===== config.mk =====
export PLATFORM = sky130hd
export DESIGN_NAME = arbiter_rr_nch
export DESIGN_NICKNAME = d
export VERILOG_FILES = /design/src/rtl/arbiter_rr_nch_pkg.sv /design/src/rtl/arbiter_rr_nch_rr_pick.sv /design/src/rtl/arbiter_rr_nch.sv
export SDC_FILE = /design/constraint.sdc
export NUM_CORES = 1
export LEC_CHECK = 0
export BUFFER_PORTS_ARGS = -buffer_cell sky130_fd_sc_hd__buf_4
export CAP_MARGIN = 0
export CORE_AREA = 10 10 261 263
export DETAILED_ROUTE_END_ITERATION = 16
export DIE_AREA = 0 0 271 273
export HOLD_SLACK_MARGIN = 0.05
export MAX_ROUTING_LAYER = met4
export PLACE_DENSITY = 0.36
export SLEW_MARGIN = 20
export SYNTH_ARGS = -nofsm -noshare
export SYNTH_HDL_FRONTEND = slang
export SYNTH_SLANG_ARGS = --single-unit

===== constraint.sdc =====
create_clock -name clk -period 4.69 [get_ports clk]
set_clock_uncertainty 0.2 [all_clocks]
set_input_delay 1.407 -clock clk [delete_from_list [all_inputs] [get_ports clk]]
set_output_delay 1.407 -clock clk [all_outputs]
set_load 0.01 [all_outputs]

===== src/rtl/arbiter_rr_nch_pkg.sv =====
// Shared types for the L1-to-L2 round-robin memory arbiter.
package arbiter_rr_nch_pkg;

  localparam int unsigned LC3B_WORD_W = 16;
  localparam int unsigned LC3B_LINE_W = 128;

  typedef logic [LC3B_WORD_W-1:0] lc3b_word;
  typedef logic [LC3B_LINE_W-1:0] lc3b_mem_data;

  typedef enum logic {
    ARB_IDLE = 1'b0,
    ARB_BUSY = 1'b1
  } arb_state_t;

  // Grant index width; a single channel still needs one bit.
  function automatic int unsigned id_width(input int unsigned n);
    return (n > 1) ? $clog2(n) : 1;
  endfunction

endpackage


===== src/rtl/arbiter_rr_nch_rr_pick.sv =====
// Round-robin winner select: first requester at or after rr_ptr, wrapping.
module rr_pick
  import arbiter_rr_nch_pkg::*;
#(
  parameter  int unsigned NUM_CH = 2,
  localparam int unsigned ID_W   = id_width(NUM_CH)
) (
  input  logic [NUM_CH-1:0] req,
  input  logic [ID_W-1:0]   rr_ptr,
  output logic              valid,
  output logic [ID_W-1:0]   winner
);

  localparam int unsigned DBL_W = 2 * NUM_CH;

  logic [DBL_W-1:0] dbl;
  logic [DBL_W-1:0] keep;
  logic [DBL_W-1:0] masked;

  // Doubled request vector with bits below rr_ptr masked; the upper copy supplies the wrap.
  always_comb begin
    dbl    = {req, req};
    keep   = ~((DBL_W'(1) << rr_ptr) - DBL_W'(1));
    masked = dbl & keep;
    winner = '0;
    for (int i = int'(DBL_W) - 1; i >= 0; i--) begin
      if (masked[i]) begin
        winner = (i >= int'(NUM_CH)) ? ID_W'(i - int'(NUM_CH)) : ID_W'(i);
      end
    end
  end

  assign valid = |req;

endmodule


===== src/rtl/arbiter_rr_nch.sv =====
// N-channel round-robin arbiter between the L1 pmem ports and the shared L2 port.
module arbiter_rr_nch
  import arbiter_rr_nch_pkg::*;
#(
  parameter  int unsigned NUM_CH = 2,
  parameter  int unsigned ADDR_W = LC3B_WORD_W,
  parameter  int unsigned DATA_W = LC3B_LINE_W,
  localparam int unsigned ID_W   = id_width(NUM_CH)
) (
  input  logic                     clk,
  input  logic                     rst,
  input  logic [NUM_CH-1:0]        ch_read,
  input  logic [NUM_CH-1:0]        ch_write,
  input  logic [NUM_CH*ADDR_W-1:0] ch_address,
  input  logic [NUM_CH*DATA_W-1:0] ch_wdata,
  output logic [NUM_CH-1:0]        ch_resp,
  output logic [DATA_W-1:0]        ch_rdata,
  output logic                     l2_mem_read,
  output logic                     l2_mem_write,
  output logic [ADDR_W-1:0]        l2_mem_address,
  output logic [DATA_W-1:0]        l2_mem_wdata,
  input  logic                     l2_mem_resp,
  input  logic [DATA_W-1:0]        l2_mem_rdata,
  output logic [ID_W-1:0]          grant_id,
  output logic                     busy
);

  arb_state_t        state_q, state_d;
  logic [ID_W-1:0]   rr_ptr_q, rr_ptr_d;
  logic [ID_W-1:0]   grant_q, grant_d;
  logic              op_write_q, op_write_d;
  logic [ADDR_W-1:0] addr_q, addr_d;
  logic [DATA_W-1:0] wdata_q, wdata_d;

  logic [NUM_CH-1:0] req;
  logic              pick_valid;
  logic [ID_W-1:0]   pick_id;

  assign req = ch_read | ch_write;

  rr_pick #(
    .NUM_CH (NUM_CH)
  ) u_rr_pick (
    .req    (req),
    .rr_ptr (rr_ptr_q),
    .valid  (pick_valid),
    .winner (pick_id)
  );

  always_ff @(posedge clk) begin
    if (rst) begin
      state_q    <= ARB_IDLE;
      rr_ptr_q   <= '0;
      grant_q    <= '0;
      op_write_q <= 1'b0;
      addr_q     <= '0;
      wdata_q    <= '0;
    end else begin
      state_q    <= state_d;
      rr_ptr_q   <= rr_ptr_d;
      grant_q    <= grant_d;
      op_write_q <= op_write_d;
      addr_q     <= addr_d;
      wdata_q    <= wdata_d;
    end
  end

  // Grant FSM: latch the winner's request in IDLE, release on L2 completion.
  always_comb begin
    state_d    = state_q;
    rr_ptr_d   = rr_ptr_q;
    grant_d    = grant_q;
    op_write_d = op_write_q;
    addr_d     = addr_q;
    wdata_d    = wdata_q;
    case (state_q)
      ARB_IDLE: begin
        if (pick_valid) begin
          state_d = ARB_BUSY;
          grant_d = pick_id;
          for (int i = 0; i < int'(NUM_CH); i++) begin
            if (pick_id == ID_W'(i)) begin
              op_write_d = ch_write[i];
              addr_d     = ch_address[i*ADDR_W +: ADDR_W];
              wdata_d    = ch_wdata[i*DATA_W +: DATA_W];
            end
          end
        end
      end
      ARB_BUSY: begin
        if (l2_mem_resp) begin
          state_d  = ARB_IDLE;
          rr_ptr_d = (grant_q == ID_W'(NUM_CH - 1)) ? '0 : grant_q + ID_W'(1);
        end
      end
    endcase
  end

  assign busy           = (state_q == ARB_BUSY);
  assign l2_mem_read    = busy & ~op_write_q;
  assign l2_mem_write   = busy & op_write_q;
  assign l2_mem_address = addr_q;
  assign l2_mem_wdata   = wdata_q;
  assign grant_id       = grant_q;
  assign ch_rdata       = l2_mem_rdata;

  // Completion pulse routed to the granted channel only.
  always_comb begin
    ch_resp = '0;
    for (int i = 0; i < int'(NUM_CH); i++) begin
      ch_resp[i] = busy & l2_mem_resp & (grant_q == ID_W'(i));
    end
  end

endmodule


==> Implementation_results.wiki <==
{| class="wikitable"
! Metric !! Value
|-
| Crit Path Category || input pin to output pin
|-
| # resized after CTS || 0
|-
| Area enclosed by the die boundary || 0.0740 mm2
|-
| Post-synth EDFFs || 0
|-
| Transition time at the pin with the least slew margin || 1.07 ns
|-
| Ratio of final minimum period to clock period || 73.8%
|-
| Worst Setup Start Kind || input pin
|-
| First-iteration detailed-routing DRC count || 453
|-
| Crit path max-delay cell type || sky130_fd_sc_hd__and3b_1
|-
| Initial antenna violation count || 4
|-
| Relative slew margins || 28.8%
|-
| Cell row count || 92
|-
| Total global-route track usage || 11.9%
|-
| Sequential area share after synthesis || 34.0%
|-
| Number of clock sinks || 148
|-
| Most frequent cells in the layout || sky130_fd_sc_hd__buf_4 (453), sky130_fd_sc_hd__dfxtp_1 (148), sky130_fd_sc_hd__a21oi_1 (146)
|-
| Number of hold buffers added after CTS || 0
|-
| Core area || 0.0627 mm2
|-
| Setup TNS after final layout || 0 ns
|-
| Hold Crit Class || flop to flop
|-
| Net switching power figure || 1.28 mW
|-
| Gate count of the mapped netlist || 1004
|-
| Post-route worst setup slack || 1.23 ns
|-
| Total of flip-flops plus latches after synthesis || 148
|-
| Dpl cells || 2057
|-
| Maximum clock rate || 0.289 GHz
|-
| Maximum number of pins on one net before global-route repair || 166
|-
| Post-layout minimum cycle time || 3.46 ns
|-
| Vias post-DR || 8959
|-
| Layout fillers || 7041
|-
| Layout cells sized above 1 || 44.2%
|-
| Clock-pin slew on the worst setup and hold paths || 0.06 ns
|-
| Post-synth net total || 1427
|-
| Kind of end point of the critical path || output pin
|-
| Starting Density || 13.9%
|-
| Vias per cell || 4.28
|-
| Pwr/cell area || 320 mW/mm2
|-
| Number of nets in the layout || 1653
|-
| Most common cell type on the critical path || sky130_fd_sc_hd__buf_4
|-
| Post-synthesis to final-layout area growth || 43.3%
|-
| Die height || 273 um
|-
| Area taken by multi-input logic gates || 0.00427 mm2
|-
| Final Slew Violations || 0
|-
| Data arrival at the endpoint of the critical path || 1.85 ns
|-
| Final Instance Count excl. Fillers || 2093
|-
| Count of endpoints failing hold in the final timing report || 0
|-
| Setup violations, final || 0
|-
| Worst-Skew Late Latency || 0.47 ns
|-
| Share of synthesized registers carrying an async set or reset || 0%
|-
| Port Buffer Count || 444
|-
| Post-synthesis instance area || 0.00871 mm2
|-
| Wirelength per Cell || 21.3 um
|-
| Setup repair after global routing missed its margin || false
|-
| Yosys warnings || 0
|-
| Worst vdd rail ir drop || 0.000252 V
|-
| Register area || 0.00296 mm2
|-
| Worst EP required || 3.08 ns
|-
| Cell chain of the critical path || buf_4, and3b_1, buf_4
|-
| Top fanout value on the critical path || 4
|-
| Design internal power || 2.72 mW
|-
| Overall die width || 271 um
|-
| Logic pwr share || 26.8%
|-
| Longest individual stage delay on the worst path || 0.18 ns
|-
| Final instance area || 0.0125 mm2
|-
| Vias in the first global route || 9588
|-
| # H-tree levels || 4
|-
| Final estimated routing congestion in global placement || 0.770
|-
| Clk network pwr share || 36.6%
|-
| HPWL reported at the end of detailed placement || 30600 um
|-
| Clock root cell || sky130_fd_sc_hd__clkbuf_16
|-
| Result of the run || complete, no violations
|-
| Sequential group share of total power || 36.6%
|-
| Max-capacitance violation count || 0
|-
| Switching power as a share of total power || 32.0%
|-
| Leak pwr || 4.72 nW
|-
| Routed Antenna Nets || 0
|-
| CTS Buf Count || 17
|-
| WL final || 44600 um
|-
| Setup Slack @ Placement || 1.08 ns
|-
| Post-synthesis cell type count || 28
|-
| Buffer depth of the longest clock path || 2
|-
| Mean instance size in the synthesized netlist || 8.67 um2
|-
| Number of I/O pins || 701
|-
| GRT Residual Overflow || 0
|-
| Most common cell after layout, fill and taps aside || sky130_fd_sc_hd__buf_4
|-
| Most used DFF post-synth || sky130_fd_sc_hd__dfxtp_1
|-
| Number of remaining DRC errors || 0
|-
| Router iterations before antenna repair || 5
|-
| Post-CTS setup repair buffer count || 0
|-
| Instance area after placement || 0.0119 mm2
|-
| TritonCTS clock tree || done
|-
| Global-route wire length before repair || 64700 um
|}
-- power by group through the flow --
stage / sequential [mW] / clock [mW] / combinational (mW)
6_report: 1.46 / 1.46 / 1.07
5_1_grt: 1.48 / 1.57 / 1.17
4_1_cts: 1.46 / 1.55 / 1.10
3_5_place_dp: 1.49 / 0 / 1.10
3_3_place_gp: 1.49 / 0 / 1.10
2_1_floorplan: 1.53 / 0 / 0.558
-- path summary, 6_finish.rpt --
check,start,endpoint,slack (ns),cells after the start
max reg2reg,busy,l2_mem_wdata[114],2.11,4
max,l2_mem_resp,ch_resp[0],1.23,3
min,l2_mem_wdata[44],l2_mem_wdata[44],0.32,2
min reg2reg,l2_mem_wdata[44],l2_mem_wdata[44],0.32,2
-- sequential cells by signal, summed over array words and instances (netlist names) --
name,cells
op_write_q,1
l2_mem_address,16
grant_id,1
rr_ptr_q,1
busy,1
l2_mem_wdata,128
-- synthesized netlist by cell type (all sizes together), types with 2 or more instances --
cell	instances	area [um2]
o21ai	145	726
and2	2	12.5
nor2	5	18.8
a21oi	146	731
clkbuf	102	383
nand3b	144	1080
a311oi	144	1570
dfxtp	148	2960
buf	154	1120
-- final cells by class --
cell class	count	area share (%)
multi-input combinational	599	34.2
timing repair buffer	463	28.8
sequential	148	23.7
tap	846	8.48
clock buffer	22	3.80
clock inverter	9	0.832
antenna	5	0.100
inverter	1	0.0501
-- per-stage QoR --
| stage | power (mW) | hold WS (ns) | utilization, % |
|---|---|---|---|
| after CTS | 4.11 | 0.323 | 19.9 |
| final | 3.99 | 0.318 | 19.9 |
| after global routing | 4.22 | 0.337 | 19.9 |
| after detailed placement | 2.59 | 0.308 | 19.0 |
| after global placement | 2.59 | 0.308 | 19.0 |
| after floorplan | 2.09 | 0.286 | - |
-- logic make-up (layout without fill, tap and decap cells) --
group	after synthesis	in the layout	share of synthesized area (%)
DFF	148	148	34.0
other	0	5	0
AOI/OAI and AO/OA	442	442	35.5
buffers and inverters	257	495	17.3
and+or+nand+nor	157	157	13.2
-- worst max-delay path, delay by kind of cell --
kind / cells / cell delay, ns
buf+inv: 2 / 0.26
simple gates: 1 / 0.18
-- metal layers --
layer / global-route usage (%) / vias to the layer above / wire (um)
met4: 4.93 / 0 / 1190
li1: - / 4129 / -
met2: 19.3 / 406 / 21900
met1: 12.8 / 4354 / 18000
met5: - / - / 0
met3: 4.74 / 70 / 3460
No activity file was read; power rests on OpenSTA's default activity.
